===== config.mk =====
export PLATFORM = sky130hd
export DESIGN_NAME = game_ctrl
export DESIGN_NICKNAME = d
export VERILOG_FILES = /design/src/rtl/game_ctrl.sv
export SDC_FILE = /design/constraint.sdc
export NUM_CORES = 1
export LEC_CHECK = 0
export CAP_MARGIN = 20
export CORE_MARGIN = 5
export CORE_UTILIZATION = 25
export DETAILED_ROUTE_END_ITERATION = 10
export PLACE_DENSITY = 0.56
export SLEW_MARGIN = 10
export SYNTH_ARGS = -nofsm -noshare
export SYNTH_HDL_FRONTEND = slang
export SYNTH_SLANG_ARGS = --single-unit
export TNS_END_PERCENT = 30

===== constraint.sdc =====
create_clock -name clk -period 2 [get_ports clk]
set_input_delay 0.4 -clock clk [delete_from_list [all_inputs] [get_ports clk]]
set_output_delay 0.4 -clock clk [all_outputs]
set_load 0.1 [all_outputs]

===== src/rtl/game_ctrl.sv =====
// Pong match sequencer: serve countdown, live play, post-point pause, game over, scores.
// Optional AUTO_SERVE_EN: define it to leave the post-point pause without a start press.
module game_ctrl #(
  parameter int WIN_SCORE    = 7,
  parameter int SERVE_FRAMES = 60,
  parameter int POINT_FRAMES = 90
) (
  input  logic       clk,
  input  logic       reset,
  input  logic [9:0] x,
  input  logic [9:0] y,
  input  logic       start,
  input  logic       score1,
  input  logic       score2,
  output logic       ball_hold,
  output logic       ball_en,
  output logic [3:0] score_p1,
  output logic [3:0] score_p2,
  output logic       serve_dir,
  output logic       game_over,
  output logic       winner,
  output logic [2:0] state
);

  typedef enum logic [2:0] {
    IDLE  = 3'd0,
    SERVE = 3'd1,
    PLAY  = 3'd2,
    POINT = 3'd3,
    OVER  = 3'd4
  } state_t;

  localparam logic [7:0] SERVE_LAST = 8'(SERVE_FRAMES - 1);
  localparam logic [3:0] WIN        = 4'(WIN_SCORE);

  state_t     state_reg, state_next;
  logic [7:0] cnt_reg, cnt_next;
  logic [3:0] p1_reg, p1_next, p2_reg, p2_next;
  logic       sd_reg, sd_next;
  logic       win_reg, win_next;
  logic       start_q_reg;
  logic       armed_reg;
  logic       frame_tick, start_rise;
  logic [3:0] p1_inc, p2_inc;

  assign frame_tick = (y == 10'd481) && (x == 10'd0);
  // A start button already held through reset must be released before it can count as a press.
  assign start_rise = start & ~start_q_reg & armed_reg;
  assign p1_inc     = p1_reg + 4'd1;
  assign p2_inc     = p2_reg + 4'd1;

  always_ff @(posedge clk or negedge reset) begin
    if (!reset) begin
      state_reg   <= IDLE;
      cnt_reg     <= 8'd0;
      p1_reg      <= 4'd0;
      p2_reg      <= 4'd0;
      sd_reg      <= 1'b0;
      win_reg     <= 1'b0;
      start_q_reg <= 1'b0;
      armed_reg   <= 1'b0;
    end else begin
      state_reg   <= state_next;
      cnt_reg     <= cnt_next;
      p1_reg      <= p1_next;
      p2_reg      <= p2_next;
      sd_reg      <= sd_next;
      win_reg     <= win_next;
      start_q_reg <= start;
      armed_reg   <= armed_reg | ~start;
    end
  end

  always_comb begin
    state_next = state_reg;
    cnt_next   = cnt_reg;
    p1_next    = p1_reg;
    p2_next    = p2_reg;
    sd_next    = sd_reg;
    win_next   = win_reg;
    case (state_reg)
      IDLE: begin
        if (start_rise) begin
          state_next = SERVE;
          cnt_next   = 8'd0;
          p1_next    = 4'd0;
          p2_next    = 4'd0;
        end
      end
      SERVE: begin
        if (frame_tick) begin
          if (cnt_reg == SERVE_LAST) begin
            state_next = PLAY;
            cnt_next   = 8'd0;
          end else begin
            cnt_next = cnt_reg + 8'd1;
          end
        end
      end
      PLAY: begin
        if (score1 && !score2) begin
          p1_next    = p1_inc;
          sd_next    = 1'b1;
          cnt_next   = 8'd0;
          state_next = POINT;
          if (p1_inc == WIN) begin
            state_next = OVER;
            win_next   = 1'b0;
          end
        end else if (score2 && !score1) begin
          p2_next    = p2_inc;
          sd_next    = 1'b0;
          cnt_next   = 8'd0;
          state_next = POINT;
          if (p2_inc == WIN) begin
            state_next = OVER;
            win_next   = 1'b1;
          end
        end
      end
      POINT: begin
`ifdef AUTO_SERVE_EN
        if (frame_tick) begin
          if (cnt_reg == 8'(POINT_FRAMES - 1)) begin
            state_next = SERVE;
            cnt_next   = 8'd0;
          end else begin
            cnt_next = cnt_reg + 8'd1;
          end
        end
`else
        // Counter parks at POINT_FRAMES once the pause is over; only then does start serve.
        if (cnt_reg == 8'(POINT_FRAMES)) begin
          if (start_rise) begin
            state_next = SERVE;
            cnt_next   = 8'd0;
          end
        end else if (frame_tick) begin
          cnt_next = cnt_reg + 8'd1;
        end
`endif
      end
      OVER: begin
        if (start_rise) begin
          state_next = IDLE;
          p1_next    = 4'd0;
          p2_next    = 4'd0;
        end
      end
      default: state_next = IDLE;
    endcase
  end

  assign ball_hold = (state_reg != PLAY);
  assign ball_en   = (state_reg == PLAY);
  assign game_over = (state_reg == OVER);
  assign score_p1  = p1_reg;
  assign score_p2  = p2_reg;
  assign serve_dir = sd_reg;
  assign winner    = win_reg;
  assign state     = state_reg;

endmodule


## Yosys cells after proc, flatten, opt, wreduce, memory -nomap -nowiden

Index checks and enable logic that the tools add are counted.

- Div/mod/pow operators: 0
- $mul: 0
- Add/subtract/negate cells: 3
- Bitwise logic cells: 5
- Mux-type cells: 30
- Shift operators: 0
- Magnitude comparators: 0
- Equality and inequality tests: 21
- Reductions and logical operators: 18

Operator list:

| kind | number |
|---|---|
| 8-bit 2-to-1 mux | 7 |
| 8-bit case mux with 4 select lines | 1 |
| 3-bit 2-to-1 mux | 9 |
| 4-bit 2-to-1 mux | 4 |
| 4-bit case mux with 2 select lines | 2 |
| 3-bit case mux with 5 select lines | 1 |
| 4-bit AND reduction | 3 |
| 10-bit by 9-bit == test with 1-bit output, second input constant | 1 |
| 10-bit logical NOT | 1 |
| 2-bit by 1-bit inequality test with 1-bit output, second input constant | 5 |
| 4-bit by 1-bit adder with 4-bit output, second input constant | 2 |
| 8-bit by 1-bit adder with 8-bit output, second input constant | 1 |
| 4-bit by 3-bit == test with 1-bit output, second input constant | 2 |
| 8-bit by 6-bit == test with 1-bit output, second input constant | 1 |
| 8-bit by 7-bit == test with 1-bit output, second input constant | 1 |
| 2-bit inequality test, second input constant | 4 |
| 3-bit by 2-bit == test with 1-bit output, second input constant | 2 |
| 1-bit 2-to-1 mux | 6 |
| 2-bit nonzero test | 3 |
| 5-bit AND reduction | 1 |
| 4-bit nonzero test | 1 |
| 3-bit by 1-bit == test with 1-bit output, second input constant | 1 |
| 3-bit == test, second input constant | 1 |
| 1-bit logical AND | 3 |
| 11 further kinds | 14 |

- RAM bits: 0
- Memories kept: 0
- Flip-flop bits (word level): 23
- Logic and storage cells: 85
- Input port bits: 25
- ROM bits: 0
- Latch bits: 0

## Logic depth before layout (Yosys ltp)

- Depth in word-level cells: 6
- Mapped depth: 8
- Gate-level depth less buffers: 7

## Worst setup path after synthesis

Ideal clock, no wire load.

- Kind: reg-to-output
- Start point: register state_reg[2] (netlist: state[2])
- End point: output game_over
- Arrival: 3.355 ns
- Required time: 1.600 ns
- Setup slack: -1.755 ns
- Cell stages (with the launch flop): 2
- Buffers on the path: 0
- Path through: dfrtp_1 -> nor3b_1

- Longest elaborated chain between the ends: 1

Ends and longest elaborated chain:

| element | RTL line | text |
|---|---|---|
| start: declaration | 36 | `state_t state_reg, state_next;` |
| start signal: assignment | 63 | `state_reg <= state_next;` |
| 3-bit == test | 156 | `assign game_over = (state_reg == OVER);` |
| end: declaration | 20 | `output logic game_over,` |

Every way passes these cells.

## Final worst setup path

- Start point: input score2
- End point: register cnt_reg[3]

- Longest elaborated chain between the ends: 4

Ends and longest elaborated chain:

| element | RTL line | text |
|---|---|---|
| start: declaration | 14 | `input logic score2,` |
| 1-bit logical NOT | 101 | `if (score1 && !score2) begin` |
| 1-bit logical AND | 101 |  |
| 3-bit by 1-bit inequality test with 1-bit output (no source line) or 8-bit 2-to-1 mux (tied branches) | -- |  |
| 4-bit AND reduction (no source line) or 8-bit case mux with 4 select lines (tied branches) | -- |  |
| end signal: assignment | 64 | `cnt_reg <= cnt_next;` |
| end: declaration | 37 | `logic [7:0] cnt_reg, cnt_next;` |

Parallel ways exist; a longest one is shown, timed or not.
A chain may end at the register's enable or synchronous reset.

==> results.md <==
- Status: finished clean
- Post-synthesis net count: 189
- Hold crit path type: in2async
- Setup TNS: 0 ns
- CTS tree: built
- RSZ-0062 raised after global routing: yes
- Die X: 85.9 um
- GRT Total Usage: 10.9%
- Clk Latency, worst-skew pair: 0.27 ns
- Wire per inst: 13.0 um
- Rows: 27
- Tcrit/Tclk final: 97.2%
- Routability cong.: 0.844
- Top cell type's share of synthesized area: 40.0%
- CP Launch Type: primary input
- Crit path cell chain: clkdlybuf4s50_1 -> inv_1 -> ha_1 -> or3b_4 -> a21oi_2 -> a311oi_4 -> buf_4 -> o211ai_1
- Synth cell types: 41
- RR Startpoint: cnt_reg[0]$_DFFE_PN0P_
- Final hold vios: 0
- #FFs+latches synth: 23
- RR Endpoint: cnt_reg[3]$_DFFE_PN0P_
- Num CTS Buffers: 3
- Total Nets Final: 257
- Max FFs per register: 8
- Initial Utilization: 26.0%
- Ys Warns: 0
- Final setup viols: 0
- Die Y: 85.9 um
- Crit Path Class: in2reg
- Worst Path Max Fanout: 4
- Seq/Total Area, Yosys: 40.0%
- Vias: 1,420
- Post-Synthesis Cell Area: 1440 um^2
- Layout cells sized above 1: 30.9%
- Post-DP HPWL: 2.92 mm
- Async S/R FF share, synth: 100%
- First-pass GRT wire length: 6.45 mm
- Mapped Cells: 156
- Reg-to-reg slack, setup: 0.10 ns
- Total number of H-tree levels: 1
- Slowest stage delay, CP: 0.48 ns
- Hold buffers post-CTS: 0
- Slowest library cell on the worst path: clkdlybuf4s50_1
- Clock Sinks: 23
- Total grt overflow: 0
- Max Cap Viol: 0
- Mean Syn Cell Area: 9.23 um^2
- Core Region: 5540 um^2
- Synth area leaders: dfrtp_1 (40%), ha_1 (7.0%), o21ai_0 (5.2%)
- Largest net degree at the start of global routing: 24
- Final min period: 1.94 ns
- Vias in the first global route: 1,411
- Fmax: 514 MHz
- DRT iter0 DRCs: 64
- Residual DRC count: 0
- Max Slew Vio Count: 0
- WHS: 0.468 ns
- Most common cell after layout, fill and taps aside: buf_4
- I/O pin count: 41
- Die area: 7380 um^2
- Depth of the most critical reg-to-reg path: 7
- Most frequent cells in the layout: buf_4 (28), dfrtp_1 (20), nand2_1 (16)
- PortBufs: 40
- CTS Root Cell: clkbuf_8
- Worst-Margin Slew: 0.424 ns
- VDD IR max: 0.411 mV
- Clk_skew: 0.00155 ns
- Element type at the critical path end: register
- Clock-pin slew on the worst setup and hold paths: 0.09 ns
- Antenna violations before repair: 0
- Final ANT Viol Nets: 0
- Pre-antenna DRT Iters: 4
- Vias/cell: 4.81
- Max Buffers Root-to-Sink: 2
- WP data arrival: 2.14 ns
- # diodes: 0
- Worst EP required: 2.20 ns
- Area growth, synth to finish: 63.8%
- Pleak: 1.02 nW
- Worst rel slew slack: 71.6%
- Prevailing post-synth register cell: dfrtp_1
- Post-synth EDFFs: 0
- P per Cell Area: 535 nW/um^2
- Total Wirelength: 3.83 mm
- Synth area leader: dfrtp_1
-- worst max path at each step --
| stage | start | end |
|---|---|---|
| floorplan | state[1]$_DFFE_PN0P_ | score_p2[0]$_DFFE_PN0P_ |
| global placement | y[9] | cnt_reg[2]$_DFFE_PN0P_ |
| detailed placement | score1 | cnt_reg[4]$_DFFE_PN0P_ |
| CTS | state[2]$_DFFE_PN0P_ | ball_en |
| global route | y[3] | cnt_reg[2]$_DFFE_PN0P_ |
| finish | score2 | cnt_reg[3]$_DFFE_PN0P_ |
-- critical path: cells and delay by family --
kind,cells,cell delay (ns)
and+or+nand+nor,1,0.43
AOI/OAI and AO/OA,3,0.42
buffers and inverters,3,0.70
adders and majority gates,1,0.19
-- what timing repair did --
action / CTS / global route
resized for setup: 15 / 16
pin swaps: 10 / 9
endpoints found under the setup margin: 10 / 10
setup buffers: 3 / 3
endpoints found under the hold margin: 0 / 0
-- through the flow --
step | setup slack (ns) | cell area [um^2] | power (mW) | util [%] | instances
floorplan | -0.537 | 1460 | 0.766 | - | 156
global placement | -0.359 | 2180 | 0.938 | 39.3 | 285
detailed placement | -0.387 | 2180 | 0.938 | 39.3 | 285
CTS | 0.00143 | 2260 | 1.27 | 40.8 | 292
global route | -0.00231 | 2360 | 1.32 | 42.6 | 295
finish | 0.0562 | 2360 | 1.26 | 42.6 | 295
-- where the power goes --
part,internal [mW],switching [mW]
Sequential,0.489,0.0277
Combinational,0.175,0.260
Clock,0.140,0.170
Total,0.804,0.458
-- final cells by class --
type | count | area (um^2)
Fill cell | 557 | 3180
Sequential cell | 23 | 584
Tap cell | 72 | 90.1
Inverter | 10 | 43.8
Multi-Input combinational cell | 121 | 901
Timing Repair Buffer | 65 | 693
Clock buffer | 3 | 41.3
Clock inverter | 1 | 5.00
-- Yosys cell counts, types with 4 or more instances --
| master | count |
|---|---|
| a21oi_1 | 7 |
| o21ai_0 | 15 |
| nand2b_1 | 4 |
| dfrtp_1 | 23 |
| ha_1 | 8 |
| nand3_1 | 8 |
| nor2_1 | 12 |
| a31oi_1 | 6 |
| nand2_1 | 16 |
| inv_1 | 10 |
-- layer usage --
metal	part of all wire, %	up-vias	global-route usage [%]
met5	0	-	0
met4	1.3	0	3.88
met3	6.0	5	2.59
met2	43	46	17.4
met1	49	661	14.3
li1	-	708	-
-- kinds of logic after synthesis --
kind of cell               count (synthesis)  share of synthesized area (%)
adders and majority gates                  8                           6.95
DFF                                       23                           40.0
muxes                                      1                          0.782
AOI/OAI and AO/OA                         41                           19.0
and+or+nand+nor                           68                           28.0
xor gates and xnor gates                   3                           1.82
buffers and inverters                     12                           3.48
No activity file was read; power rests on OpenSTA's default activity.
